==> config.mk <==
export PLATFORM = sky130hd
export DESIGN_NAME = axist_patchkr_gen
export DESIGN_NICKNAME = d
export VERILOG_FILES = /design/src/rtl/axist_patchkr_pkg.sv /design/src/rtl/axist_patgen_lanes.sv /design/src/rtl/axist_patchkr_gen.sv
export SDC_FILE = /design/constraint.sdc
export NUM_CORES = 2
export LEC_CHECK = 0
export ABC_AREA = 1
export CAP_MARGIN = 10
export CORE_MARGIN = 2
export CORE_UTILIZATION = 38
export DETAILED_ROUTE_END_ITERATION = 10
export PLACE_DENSITY = 0.56
export SYNTH_ARGS = -nofsm -noshare
export SYNTH_HDL_FRONTEND = slang
export SYNTH_SLANG_ARGS = --single-unit
export TNS_END_PERCENT = 20
==> constraint.sdc <==
create_clock -name rdclk -period 4.6 [get_ports rdclk]
set_input_delay 1.38 -clock rdclk [delete_from_list [all_inputs] [get_ports rdclk]]
set_output_delay 1.38 -clock rdclk [all_outputs]
set_load 0.1 [all_outputs]
==> src/rtl/axist_patchkr_pkg.sv <==
// Shared types and helpers for the AXI-ST pattern checker
// and its expected-word generator.
package axist_patchkr_pkg;

  localparam logic [1:0] MODE_CNT  = 2'd0;
  localparam logic [1:0] MODE_LFSR = 2'd1;
  localparam logic [1:0] MODE_FIX  = 2'd2;

  localparam logic [31:0] LFSR_POLY = 32'h8020_0003;

  typedef enum logic [1:0] {
    ST_IDLE,
    ST_RUN,
    ST_DRAIN,
    ST_DONE
  } state_t;

  // Right-shifting Galois form: feedback taps applied on lsb out
  function automatic logic [31:0] lfsr32_step(input logic [31:0] s);
    return (s >> 1) ^ (s[0] ? LFSR_POLY : 32'h0);
  endfunction

endpackage

==> src/rtl/axist_patgen_lanes.sv <==
// Expected-word generator: NUM_LANES consecutive words per cycle,
// loadable with a seed and advanced by 0..NUM_LANES words per cycle.
module axist_patgen_lanes
  import axist_patchkr_pkg::*;
#(
  parameter  int NUM_LANES = 2,
  localparam int NW        = $clog2(NUM_LANES + 1)
) (
  input  logic                       clk,
  input  logic                       rst_n,
  input  logic                       i_load,
  input  logic [1:0]                 i_mode,
  input  logic [31:0]                i_seed,
  input  logic                       i_adv,
  input  logic [NW-1:0]              i_adv_n,
  output logic [NUM_LANES-1:0][31:0] o_exp
);

  logic [1:0]              r_mode;
  logic [31:0]             r_base;
  logic [NUM_LANES:0][31:0] w_seq;

  always_comb begin
    logic [31:0] v;
    w_seq = '0;
    v     = r_base;
    for (int j = 0; j <= NUM_LANES; j++) begin
      w_seq[j] = v;
      case (r_mode)
        MODE_LFSR: v = lfsr32_step(v);
        MODE_FIX:  v = v;
        default:   v = v + 32'd1;
      endcase
    end
  end

  assign o_exp = w_seq[NUM_LANES-1:0];

  always_ff @(posedge clk or negedge rst_n) begin
    if (!rst_n) begin
      r_mode <= MODE_CNT;
      r_base <= '0;
    end else if (i_load) begin
      r_mode <= (i_mode == 2'd3) ? MODE_CNT : i_mode;
      r_base <= (i_mode == MODE_LFSR && i_seed == 32'd0) ?
                32'd1 : i_seed;
    end else if (i_adv) begin
      r_base <= w_seq[i_adv_n];
    end
  end

endmodule

==> src/rtl/axist_patchkr_gen.sv <==
// AXI-ST receive pattern checker: compacts kept lanes into a word
// stream, compares against locally generated words, reports status.
module axist_patchkr_gen
  import axist_patchkr_pkg::*;
#(
  parameter int LANE_W    = 256,
  parameter int NUM_LANES = 2,
  parameter int CNT_W     = 16,
  parameter int ERR_W     = 16,
  parameter int TO_W      = 16
) (
  input  logic                          rdclk,
  input  logic                          rst_n,
  input  logic                          chk_start,
  input  logic [1:0]                    chk_mode,
  input  logic [31:0]                   seed,
  input  logic [CNT_W-1:0]              exp_count,
  input  logic [TO_W-1:0]               timeout_limit,
  input  logic                          axist_tvalid,
  input  logic [NUM_LANES*LANE_W-1:0]   axist_tdata,
  input  logic [NUM_LANES-1:0]          axist_tkeep,
  output logic                          axist_tready,
  output logic                          busy,
  output logic                          done,
  output logic                          pass,
  output logic [ERR_W-1:0]              err_count,
  output logic [CNT_W-1:0]              word_count,
  output logic [CNT_W-1:0]              first_err_idx,
  output logic [LANE_W-1:0]             first_err_data,
  output logic                          overrun,
  output logic                          timeout
);

  localparam int NW  = $clog2(NUM_LANES + 1);
  localparam int REP = LANE_W / 32;

  state_t r_state, w_next;

  logic [CNT_W-1:0]  r_exp_cnt, r_acc, r_words, r_ferr_idx;
  logic [TO_W-1:0]   r_idle;
  logic [ERR_W-1:0]  r_err;
  logic [LANE_W-1:0] r_ferr_data;
  logic              r_overrun, r_timeout;

  logic [NUM_LANES-1:0]             r_s_vld;
  logic [NUM_LANES-1:0][LANE_W-1:0] r_s_data;
  logic [NUM_LANES-1:0][31:0]       r_s_exp;
  logic [CNT_W-1:0]                 r_s_base;

  logic                             w_full, w_to_hit, w_to_fire, w_ready;
  logic [NUM_LANES-1:0]             w_acc, w_cvld;
  logic [NUM_LANES-1:0][LANE_W-1:0] w_cdata;
  logic [NUM_LANES-1:0][31:0]       w_exp;
  logic [CNT_W-1:0]                 w_rem;
  logic [NW-1:0]                    w_take, w_nerr, w_nvld;
  logic                             w_over, w_mis_any;
  logic [CNT_W-1:0]                 w_fidx;
  logic [LANE_W-1:0]                w_fdata;
  logic [ERR_W:0]                   w_err_sum;

  assign w_full   = (r_acc == r_exp_cnt);
  assign w_to_hit = (timeout_limit != '0) && (r_idle == timeout_limit);
  assign w_ready  = (r_state == ST_RUN) && !w_full && !w_to_hit;
  assign w_acc    = axist_tkeep & {NUM_LANES{axist_tvalid & w_ready}};
  assign w_rem    = r_exp_cnt - r_acc;
  assign w_to_fire = (r_state == ST_RUN) && !chk_start &&
                     !w_full && w_to_hit;

  // Lane i lands in slot = number of accepted lanes below it
  always_comb begin
    int rank;
    w_cdata = '0;
    w_cvld  = '0;
    w_take  = '0;
    w_over  = 1'b0;
    rank    = 0;
    for (int i = 0; i < NUM_LANES; i++) begin
      if (w_acc[i]) begin
        if (rank < int'(w_rem)) begin
          for (int s = 0; s < NUM_LANES; s++) begin
            if (s == rank) begin
              w_cdata[s] = axist_tdata[i*LANE_W +: LANE_W];
              w_cvld[s]  = 1'b1;
            end
          end
          w_take = w_take + 1'b1;
        end else begin
          w_over = 1'b1;
        end
        rank++;
      end
    end
  end

  axist_patgen_lanes #(
    .NUM_LANES (NUM_LANES)
  ) u_gen (
    .clk     (rdclk),
    .rst_n   (rst_n),
    .i_load  (chk_start),
    .i_mode  (chk_mode),
    .i_seed  (seed),
    .i_adv   (w_take != '0),
    .i_adv_n (w_take),
    .o_exp   (w_exp)
  );

  // Descending scan so the lowest mismatching slot wins
  always_comb begin
    w_nerr    = '0;
    w_nvld    = '0;
    w_mis_any = 1'b0;
    w_fidx    = '0;
    w_fdata   = '0;
    for (int j = NUM_LANES - 1; j >= 0; j--) begin
      if (r_s_vld[j]) begin
        w_nvld = w_nvld + 1'b1;
        if (r_s_data[j] != {REP{r_s_exp[j]}}) begin
          w_nerr    = w_nerr + 1'b1;
          w_mis_any = 1'b1;
          w_fidx    = r_s_base + CNT_W'(j);
          w_fdata   = r_s_data[j];
        end
      end
    end
  end

  assign w_err_sum = {1'b0, r_err} + (ERR_W+1)'(w_nerr);

  always_comb begin
    w_next = r_state;
    unique case (r_state)
      ST_IDLE:  if (chk_start) w_next = ST_RUN;
      ST_RUN: begin
        if (chk_start)             w_next = ST_RUN;
        else if (w_full || w_to_hit) w_next = ST_DRAIN;
      end
      ST_DRAIN: w_next = chk_start ? ST_RUN : ST_DONE;
      ST_DONE:  if (chk_start) w_next = ST_RUN;
      default:  w_next = ST_IDLE;
    endcase
  end

  always_ff @(posedge rdclk or negedge rst_n) begin
    if (!rst_n) r_state <= ST_IDLE;
    else        r_state <= w_next;
  end

  always_ff @(posedge rdclk or negedge rst_n) begin
    if (!rst_n) begin
      r_exp_cnt   <= '0;
      r_acc       <= '0;
      r_idle      <= '0;
      r_err       <= '0;
      r_words     <= '0;
      r_ferr_idx  <= '0;
      r_ferr_data <= '0;
      r_overrun   <= 1'b0;
      r_timeout   <= 1'b0;
      r_s_vld     <= '0;
      r_s_data    <= '0;
      r_s_exp     <= '0;
      r_s_base    <= '0;
    end else if (chk_start) begin
      r_exp_cnt   <= exp_count;
      r_acc       <= '0;
      r_idle      <= '0;
      r_err       <= '0;
      r_words     <= '0;
      r_ferr_idx  <= '0;
      r_ferr_data <= '0;
      r_overrun   <= 1'b0;
      r_timeout   <= 1'b0;
      r_s_vld     <= '0;
    end else begin
      r_s_vld  <= w_cvld;
      r_s_data <= w_cdata;
      r_s_exp  <= w_exp;
      r_s_base <= r_acc;
      r_acc    <= r_acc + CNT_W'(w_take);
      if (w_over)    r_overrun <= 1'b1;
      if (w_to_fire) r_timeout <= 1'b1;
      if (r_state == ST_RUN && !w_full)
        r_idle <= (|w_acc) ? '0 : r_idle + 1'b1;
      r_words <= r_words + CNT_W'(w_nvld);
      r_err   <= w_err_sum[ERR_W] ? '1 : w_err_sum[ERR_W-1:0];
      if (w_mis_any && r_err == '0) begin
        r_ferr_idx  <= w_fidx;
        r_ferr_data <= w_fdata;
      end
    end
  end

  assign axist_tready   = w_ready;
  assign busy           = (r_state == ST_RUN) || (r_state == ST_DRAIN);
  assign done           = (r_state == ST_DONE);
  assign pass           = done && (r_err == '0) && !r_overrun &&
                          !r_timeout && (r_words == r_exp_cnt);
  assign err_count      = r_err;
  assign word_count     = r_words;
  assign first_err_idx  = r_ferr_idx;
  assign first_err_data = r_ferr_data;
  assign overrun        = r_overrun;
  assign timeout        = r_timeout;

endmodule

==> results.yml <==
outcome:
  status: "completed"
synthesis:
  synth_top_area_share: 0.437
  yosys-top-cells-area: "dfrtp_1, nand2_1, nand3_1"
  synth_ff_type: "dfrtp_1"
  synthCells: 7501
  synth_seq_cells: 984
  synth_area_per_cell_sq_um: 7.52
  synthesis.area_sq_um: 56400
  synth_common_cells: "nand2_1, nand3_1, dfrtp_1"
  yosysWarnings: 0
  yosysTopAreaCell: "dfrtp_1"
  async_reset_ff_frac: 1.00
  yosysMostFrequentCell: "nand2_1"
  synth.distinct_cells: 61
  ys_seq_area_frac: 0.437
  synth-edff-count: 0
  synth_nets: 8123
critical_path:
  startpoint_type: "flip-flop"
  cp_max_fo: 4
  max_stage_delay_ns: 0.46
  crit_path_frequent_cell: "inv_1"
  worstPathRequired_ns: 5.31
  crit_path_end_kind: "flip-flop"
  crit_arrival_ns: 5.28
  worstSetupPathType: "reg2reg"
  slowest_stage: "dfrtp_1"
sta:
  layout_setup_ws_ns: 0.0275
  finalCriticalPeriod_ns: 4.57
  finalClockSkew_ns: 0.0392
  finalHoldViolCount: 0
  rsz0062_at_grt: "yes"
  worst_pin_slew_ns: 1.22
  slew_violations: 0
  fin_setup_tns_ns: 0
  finalSetupViolations: 0
  fmax_ghz: 0.219
  slew_headroom: 0.185
  fin_crit_sh: 0.994
clock_tree:
  clkSlewWorstSetupHoldPaths_ns: 0.06
  clock_path_buffers: 3
  cts_max_level: 3
  clk_latency_ns: 0.79
  cts_made_buffers: 114
  clock-sinks: 984
  root_buffer: "clkbuf_16"
  cts_tree: "yes"
detailed_routing:
  num_vias: 63700
  drc: 0
  initialDrtViolationCount: 8435
  drt_wl_total_um: 353000
  post_drt_wl_per_cell_um: 32.7
  antenna_left: 0
  drtPass1Iterations: 6
  via_per_inst: 5.90
floorplan:
  die_y_um: 389
  rows: 141
  start_util: 0.382
  die_area_sq_um: 151000
  die_w_um: 389
  num_io_pins: 894
  design.core.area_sq_um: 147000
power:
  power_mw: 32.5
  irDropWorstVdd_v: 0.000329
  power.density_nw_per_um2: 421
  leakagePower_nw: 34.5
layout:
  final_nets: 9383
  regArea_sq_um: 24700
  area_growth_pct: 36.9
  fillers: 14300
  drive_gt1_frac: 0.138
  multi_input_area_sq_um: 27600
  layout.cells.non_filler: 10800
placement:
  port_buffers: 893
  dp.cells: 10600
  place_hpwl_um: 281000
  pre_cts_ws_ns: -0.359
  finalWeightedCongestion: 1.18
global_routing:
  grt_max_degree: 171
  grt-ovfl-total: 0
  grt_pass1_vias: 60200
  grt_pass1_wl_um: 482000
  antenna_found_initial: 33
  grt_use_total: 0.454
job:
  maxCapViolCount: 0
min_path:
  hold_class: "reg2reg"
==> sequential cells by signal (all words and copies together), names as in the netlist, 2 cells and up <==
register	cells
r_s_data	512
first_err_data	256
first_err_idx	16
r_state	2
r_s_vld	2
r_idle	16
u_gen.r_mode	2
word_count	16
r_exp_cnt	16
err_count	16
r_s_base	16
r_s_exp	64
u_gen.r_base	32
r_acc	16
==> layout make-up <==
cell class / instances / share of cell area
sequential: 984 / 0.319
clock inverter: 50 / 0.00799
antenna: 14 / 0.000454
inverter: 561 / 0.0278
timing repair buffer: 1653 / 0.212
tap: 1930 / 0.0313
clock buffer: 161 / 0.0426
multi-input combinational: 5447 / 0.358
==> power by group <==
part	switching, mW	total (mW)	internal (mW)
logic	7.51	12.0	4.52
clock network	4.21	9.68	5.46
registers	1.43	10.8	9.38
==> stage by stage <==
| step | cell area [sq um] | util | hold slack [ns] |
|---|---|---|---|
| after floorplan | 56400 | - | 0.469 |
| after global placement | 72600 | 0.492 | 0.494 |
| after detailed placement | 72600 | 0.492 | 0.493 |
| after CTS | 76600 | 0.519 | 0.512 |
| after global routing | 77200 | 0.523 | 0.529 |
| final | 77200 | 0.523 | 0.508 |
==> cells by family (layout without fill, tap and decap cells) <==
| group | after synthesis | in the layout | synth area share |
|---|---|---|---|
| simple gates | 4010 | 4010 | 0.308 |
| buf+inv | 1070 | 2425 | 0.0836 |
| compound gates | 1030 | 1030 | 0.105 |
| flops | 984 | 984 | 0.437 |
| xor+xnor | 369 | 369 | 0.0573 |
| fa+ha+maj | 38 | 38 | 0.00883 |
| other cells | 0 | 14 | 0 |
==> routing by layer <==
metal  vias to the layer above  share of wire  wire length, um  global-route usage
li1                      27300              -                -                   -
met1                     31400           0.37           132000               0.566
met2                      4100           0.44           154000               0.694
met3                       950           0.10            36200               0.105
met4                        26          0.087            30700               0.320
met5                         -        0.00049              173                   0
==> timing repair <==
action	CTS	global route
cloned	0	0
gates resized for setup	21	99
endpoints found under the setup margin	7	11
hold buffers	0	0
pin swaps	1	51
endpoints found under the hold margin	0	0
setup buffers	0	14
==> worst max-delay path: cells and delay by family, from the launching register on <==
kind,cells,cell delay [ns]
compound gates,2,0.18
simple gates,15,2.23
fa+ha+maj,3,0.68
buf+inv,10,0.90
flops,1,0.46
==> final timing paths <==
kind	from	slack, ns	cells after the start	endpoint
min in group asynchronous	rst_n	0.66	1	r_s_data[479]$_DFFE_PN0N_
max in group asynchronous	rst_n	2.64	2	r_s_data[190]$_DFFE_PN0N_
worst min register to register	first_err_data[29]$_DFFE_PN0P_	0.51	2	first_err_data[29]$_DFFE_PN0P_
worst max register to register	r_s_exp[21]$_DFFE_PN0N_	0.03	30	err_count[13]$_DFF_PN0_
worst max-delay path	r_s_exp[21]$_DFFE_PN0N_	0.03	30	err_count[13]$_DFF_PN0_
worst min-delay path	first_err_data[29]$_DFFE_PN0P_	0.51	2	first_err_data[29]$_DFFE_PN0P_
==> layout by cell type, fill, tap and decap left out, types with 60 or more instances in the layout <==
| master | synthesis | routed |
|---|---|---|
| a31oi_1 | 261 | 261 |
| buf_12 | 0 | 139 |
| buf_4 | 75 | 630 |
| clkbuf_16 | 0 | 115 |
| clkdlybuf4s50_1 | 0 | 879 |
| dfrtp_1 | 984 | 965 |
| inv_1 | 516 | 508 |
| nand2_1 | 2127 | 2118 |
| nand3_1 | 1003 | 1002 |
| nand4_1 | 134 | 134 |
| nor2_1 | 541 | 524 |
| nor3_1 | 65 | 60 |
| o21ai_0 | 282 | 279 |
| o21ai_1 | 205 | 207 |
| o22ai_1 | 143 | 141 |
| xnor2_1 | 316 | 282 |
Note: power is estimated with default switching activity, not from simulation.
